[config.mk]
export PLATFORM = sky130hd
export DESIGN_NAME = uart_rx_fifo_v2
export DESIGN_NICKNAME = d
export VERILOG_FILES = /design/src/rtl/uart_pkg.sv /design/src/rtl/uart_rx_fifo_v2_strobe_cond.sv /design/src/rtl/uart_rx_fifo_v2.sv
export SDC_FILE = /design/constraint.sdc
export NUM_CORES = 1
export LEC_CHECK = 0
export ABC_AREA = 1
export BUFFER_PORTS_ARGS = -buffer_cell sky130_fd_sc_hd__buf_2
export CORE_ASPECT_RATIO = 0.5
export CORE_MARGIN = 4
export CORE_UTILIZATION = 55
export CTS_CLUSTER_DIAMETER = 40
export DETAILED_ROUTE_END_ITERATION = 10
export PLACE_DENSITY = 0.73
export SLEW_MARGIN = 10
export SYNTH_ARGS = -nofsm -noshare
export SYNTH_HDL_FRONTEND = slang
export SYNTH_SLANG_ARGS = --single-unit
[constraint.sdc]
create_clock -name clk -period 3.44 [get_ports clk]
set_clock_uncertainty 0.2 [all_clocks]
set_input_delay 0.688 -clock clk [delete_from_list [all_inputs] [get_ports clk]]
set_output_delay 0.688 -clock clk [all_outputs]
set_load 0.05 [all_outputs]
[src/rtl/uart_pkg.sv]
// Shared UART defaults: FIFO geometry and the bit positions of the per-word
// receive error flags.
package uart_pkg;
   localparam int DATA_WIDTH_DEF = 8;
   localparam int DEPTH_DEF      = 16;
   localparam int ERR_PAR        = 1;
   localparam int ERR_FRM        = 0;
endpackage

[src/rtl/uart_rx_fifo_v2_strobe_cond.sv]
// Strobe conditioning: passes a strobe straight through, or reduces it to a
// one-cycle pulse on its rising edge when EDGE_MODE is 1.
module strobe_cond #(
   parameter int EDGE_MODE = 1
) (
   input  logic clk,
   input  logic rst,
   input  logic strobe,
   output logic pulse
);
   logic strobe_d;

   always_ff @(posedge clk or posedge rst) begin
      if (rst) strobe_d <= 1'b0;
      else     strobe_d <= strobe;
   end

   generate
      if (EDGE_MODE != 0) begin : g_edge
         assign pulse = strobe & ~strobe_d;
      end else begin : g_level
         assign pulse = strobe;
      end
   endgenerate
endmodule

[src/rtl/uart_rx_fifo_v2.sv]
// UART receive FIFO with registered read data, threshold and sticky overrun.
// Define UART_RX_FIFO_ERR_EN to store {parity_err, frame_err} with each word.
module uart_rx_fifo_v2
   import uart_pkg::*;
#(
   parameter int DATA_WIDTH = DATA_WIDTH_DEF,
   parameter int DEPTH      = DEPTH_DEF,
   parameter int EDGE_MODE  = 1,
   localparam int ADDR_WIDTH = $clog2(DEPTH)
) (
   input  logic                  clk,
   input  logic                  rst,
   input  logic                  wr_en,
   input  logic [DATA_WIDTH-1:0] data_in,
   input  logic [1:0]            err_in,
   input  logic                  rd_en,
   input  logic [ADDR_WIDTH:0]   thresh,
   input  logic                  clr_ovr,
   output logic [DATA_WIDTH-1:0] data_out,
   output logic [1:0]            err_out,
   output logic                  empty,
   output logic                  full,
   output logic [ADDR_WIDTH:0]   level,
   output logic                  thresh_hit,
   output logic                  overrun
);
   localparam logic [ADDR_WIDTH:0] FULL_LVL = (ADDR_WIDTH+1)'(DEPTH);

`ifdef UART_RX_FIFO_ERR_EN
   localparam int EW = DATA_WIDTH + 2;
`else
   localparam int EW = DATA_WIDTH;
`endif

   logic                  we, re, wr_acc, rd_acc;
   logic [ADDR_WIDTH-1:0] wr_ptr, rd_ptr;
   logic [ADDR_WIDTH:0]   lvl_q;
   logic [EW-1:0]         mem [DEPTH];
   logic [EW-1:0]         wdata, rdata_q;

   strobe_cond #(.EDGE_MODE(EDGE_MODE)) u_wr_cond (
      .clk(clk), .rst(rst), .strobe(wr_en), .pulse(we));
   strobe_cond #(.EDGE_MODE(EDGE_MODE)) u_rd_cond (
      .clk(clk), .rst(rst), .strobe(rd_en), .pulse(re));

   // Full blocks the write and empty blocks the read, which yields the
   // read-wins-when-full and write-wins-when-empty behaviour directly.
   assign wr_acc = we & ~full;
   assign rd_acc = re & ~empty;

`ifdef UART_RX_FIFO_ERR_EN
   assign wdata   = {err_in[ERR_PAR], err_in[ERR_FRM], data_in};
   assign err_out = {rdata_q[DATA_WIDTH+1], rdata_q[DATA_WIDTH]};
`else
   logic unused_err;
   assign unused_err = ^err_in;
   assign wdata      = data_in;
   assign err_out    = 2'b00;
`endif
   assign data_out = rdata_q[DATA_WIDTH-1:0];

   // Storage has no reset; contents are meaningless once the pointers clear.
   always_ff @(posedge clk) begin
      if (wr_acc) mem[wr_ptr] <= wdata;
   end

   always_ff @(posedge clk or posedge rst) begin
      if (rst) begin
         wr_ptr  <= '0;
         rd_ptr  <= '0;
         lvl_q   <= '0;
         rdata_q <= '0;
         overrun <= 1'b0;
      end else begin
         if (wr_acc) wr_ptr <= wr_ptr + 1'b1;
         if (rd_acc) begin
            rd_ptr  <= rd_ptr + 1'b1;
            rdata_q <= mem[rd_ptr];
         end
         if (wr_acc && !rd_acc)      lvl_q <= lvl_q + 1'b1;
         else if (rd_acc && !wr_acc) lvl_q <= lvl_q - 1'b1;
         if (we && full)   overrun <= 1'b1;
         else if (clr_ovr) overrun <= 1'b0;
      end
   end

   assign level      = lvl_q;
   assign empty      = (lvl_q == '0);
   assign full       = (lvl_q == FULL_LVL);
   assign thresh_hit = (thresh != '0) && (lvl_q >= thresh);
endmodule
==> flow_summary_export.csv <==
group,metric,value,unit
clock_network,cts.htree.levels,4,
finish,utilization,65.9,%
finish,drive_above_1_share,12.3,%
logic_synthesis,synth_edf_count,128,
worst_setup_path,crit_arrival,1910,ps
global_route,antenna_found_initial,0,
drt,route.detailed.drc,0,
worst_setup_path,slowest_stage,"dfrtp_1",
worst_setup_path,rr_worst_depth,15,
logic_synthesis,yosysWarnings,0,
placed_design,placed_cells,889,
global_route,grt_max_degree,67,
global_route,grt_pass1_wl,23.5,mm
logic_synthesis,netlist_top_cells_area,"edfxtp_1 56%, nand2_1 12%, dfrtp_1 8.7%, nand3_1 7.2%, inv_1 6.7%",
timing,fin_crit,2800,ps
worst_setup_path,r2r_setup_slack,760,ps
min_path,worstHoldEndpoint,"u_rd_cond.strobe_d",
drt,via_per_inst,5.22,
clock_network,post_cts_resize_count,0,
timing,slew_viol_final,0,
min_path,worstHoldPathType,"input port to register",
logic_synthesis,ys_seq_area_share,64.3,%
logic_synthesis,synth_seq_cells,152,
worst_setup_path,r2r-end,"level[4]",
finish,antenna_cells,0,
timing,fin_crit_sh,81.3,%
logic_synthesis,synth_area,6910,um^2
clock_network,post-cts-setup-buffer-count,0,
logic_synthesis,yosys_most_used_dff,"edfxtp_1",
drt,routed_wl,14.5,mm
logic_synthesis,synth_cells,697,
global_route,grt_pass1_vias,4756,
timing,hold-worst-slack,193,ps
worst_setup_path,crit_chain,"ha_1, a21oi_1, o21ai_0, a211oi_1, nor2_1, buf_2",
finish,nets,778,
placed_design,port_buffers,34,
drt,drtIter0Drc,411,
global_route,track_usage,21.1,%
logic_synthesis,synth_compound_area_share,1.03,%
finish,register_area,4450,um^2
finish,final_cells,921,
die,die_x,167,um
timing,hold_viol,0,
logic_synthesis,synthMuxAreaShare,0,%
finish,syn2layout_area_growth,15.0,%
worst_setup_path,critPathMaxStageDelay,460,ps
clock_network,clockRootBuffer,"clkbuf_16",
finish,fillerInstances,898,
timing,setup_violations,0,
logic_synthesis,synth_area_per_cell,9.91,um^2
worst_setup_path,start_kind,"register",
status,status,"finished clean",
logic_synthesis,synth_fa_ha_area_share,2.82,%
placed_design,postPlaceCellArea,7290,um^2
worst_setup_path,reg2reg_from,"level[2]",
die,start_util,57.3,%
logic_synthesis,yosysUniqueCellTypes,25,
min_path,hold_start,"rd_en",
clock_network,cts.clk_slew.worst_paths,60,ps
pwr,ir_drop,0.629,mV
die,dieHeight,87.3,um
worst_setup_path,critPathRequiredTime,2550,ps
drt,dr_total_vias,4807,
logic_synthesis,synth_top_family_by_area,"simple AND/OR/NAND/NOR gates",
global_route,grt-ovfl-total,0,
placed_design,routabilityCongestion,0.845,
logic_synthesis,yosysTopAreaCell,"edfxtp_1",
finish,multiInputGateArea,1810,um^2
clock_network,cts_tree,"yes",
clock_network,clock_sinks,152,
die,core,12100,um^2
placed_design,detailed_place_hpwl,9.02,mm
timing,tns,0,ps
pwr,power_leakage,0.00364,uW
flow_run,drv_cap,0,
finish,final_common_cell,"nand2_1",
worst_setup_path,crit_type,"register to output port",
drt,wl_per_cell,15.8,um
logic_synthesis,synth_top_cell_area_share,55.6,%
drt,drtAntennaViolNets,0,
timing,slew_headroom,39.1,%
logic_synthesis,synth-simple-area-share,21.1,%
timing,clock.fmax,357,MHz
logic_synthesis,synthXorXnorAreaFrac,1.14,%
logic_synthesis,synthArstFlopShare,15.8,%
clock_network,cts_inserted_buffers,17,
die,ios,39,
min_path,hold_depth,1,
drt,drt_pre_antenna_iters,5,
worst_setup_path,cp-end-kind,"output port",
pwr,power_density,844,nW/um^2
finish,design_area,7940,um^2
clock_network,clockBufferDepth,2,
die,rows,28,
finish,layout_common_cells,"219 x nand2_1, 128 x edfxtp_1, 124 x inv_1",
clock_network,clk_latency,410,ps
die,dieArea,14500,um^2
timing,rsz0062_at_grt,"false",
timing,worstMarginPinSlew,913,ps
worst_setup_path,cp_max_fo,6,
clock_network,holdBufCountCts,0,
-- layer usage --
metal,track usage (%),part of all wire [%]
met1,28.1,44
met2,35.0,46
met3,5.08,8.5
met4,6.83,1.5
met5,0,0
-- synthesized netlist by cell type, drive strengths merged, types with 2 or more instances --
master	n
nand2	221
buf	29
inv	127
clkinv	2
nor2	13
edfxtp	128
a21oi	4
nand3	100
nor3	13
xor2	8
dfrtp	24
o21ai	6
ha	14
-- critical path: cells and delay by family, from the launching register on --
family                     cells  cell delay (ps)
and+or+nand+nor                1               60
DFF                            1              460
buffers and inverters          1              210
AOI/OAI and AO/OA              3              440
adders and majority gates      1              340
-- per-stage QoR --
stage	worst slack (ps)	power [uW]
2_1_floorplan	601	4090
3_3_place_gp	656	4610
3_5_place_dp	592	4670
4_1_cts	649	6720
5_1_grt	490	7090
6_report	642	6710
-- how the worst max path moves through the flow --
stage	start	end	slack, ps	depth (start not counted)
2_1_floorplan	thresh[4]	thresh_hit	600	6
3_3_place_gp	wr_en	level[4]	660	14
3_5_place_dp	wr_en	level[4]	590	14
4_1_cts	level[4]	thresh_hit	650	6
5_1_grt	level[4]	thresh_hit	490	6
6_report	level[4]	thresh_hit	640	6
-- power breakdown --
group,switching [uW],leakage (uW),internal [uW],total [uW]
logic,1680,0.00189,661,2340
registers,143,0.00144,2200,2340
clock network,732,0.000311,1290,2020
-- kinds of logic (layout without fill, tap and decap cells) --
group,after synthesis,after routing
other,1,2
buffers and inverters,159,217
XOR/XNOR,9,9
flip-flops,152,152
AO/OA/AOI/OAI,13,13
adder cells (fa/ha/maj),15,15
AND/OR/NAND/NOR,348,348
-- state kept, by name, indices dropped and copies added, names as in the netlist --
signal and count:
data_out 8, rd_ptr 4, u_rd_cond.strobe_d 1, overrun 1, level 5, mem 128
wr_ptr 4, u_wr_cond.strobe_d 1
-- final cells by class --
cell class	count	share of cell area [%]
clock buffers	17	5.36
clock inverters	15	2.85
inverters	129	6.10
multi-input cells	387	22.8
flip-flops and latches	152	56.0
well taps	165	2.60
repair buffers	56	4.38
No activity file was read; power rests on OpenSTA's default activity.
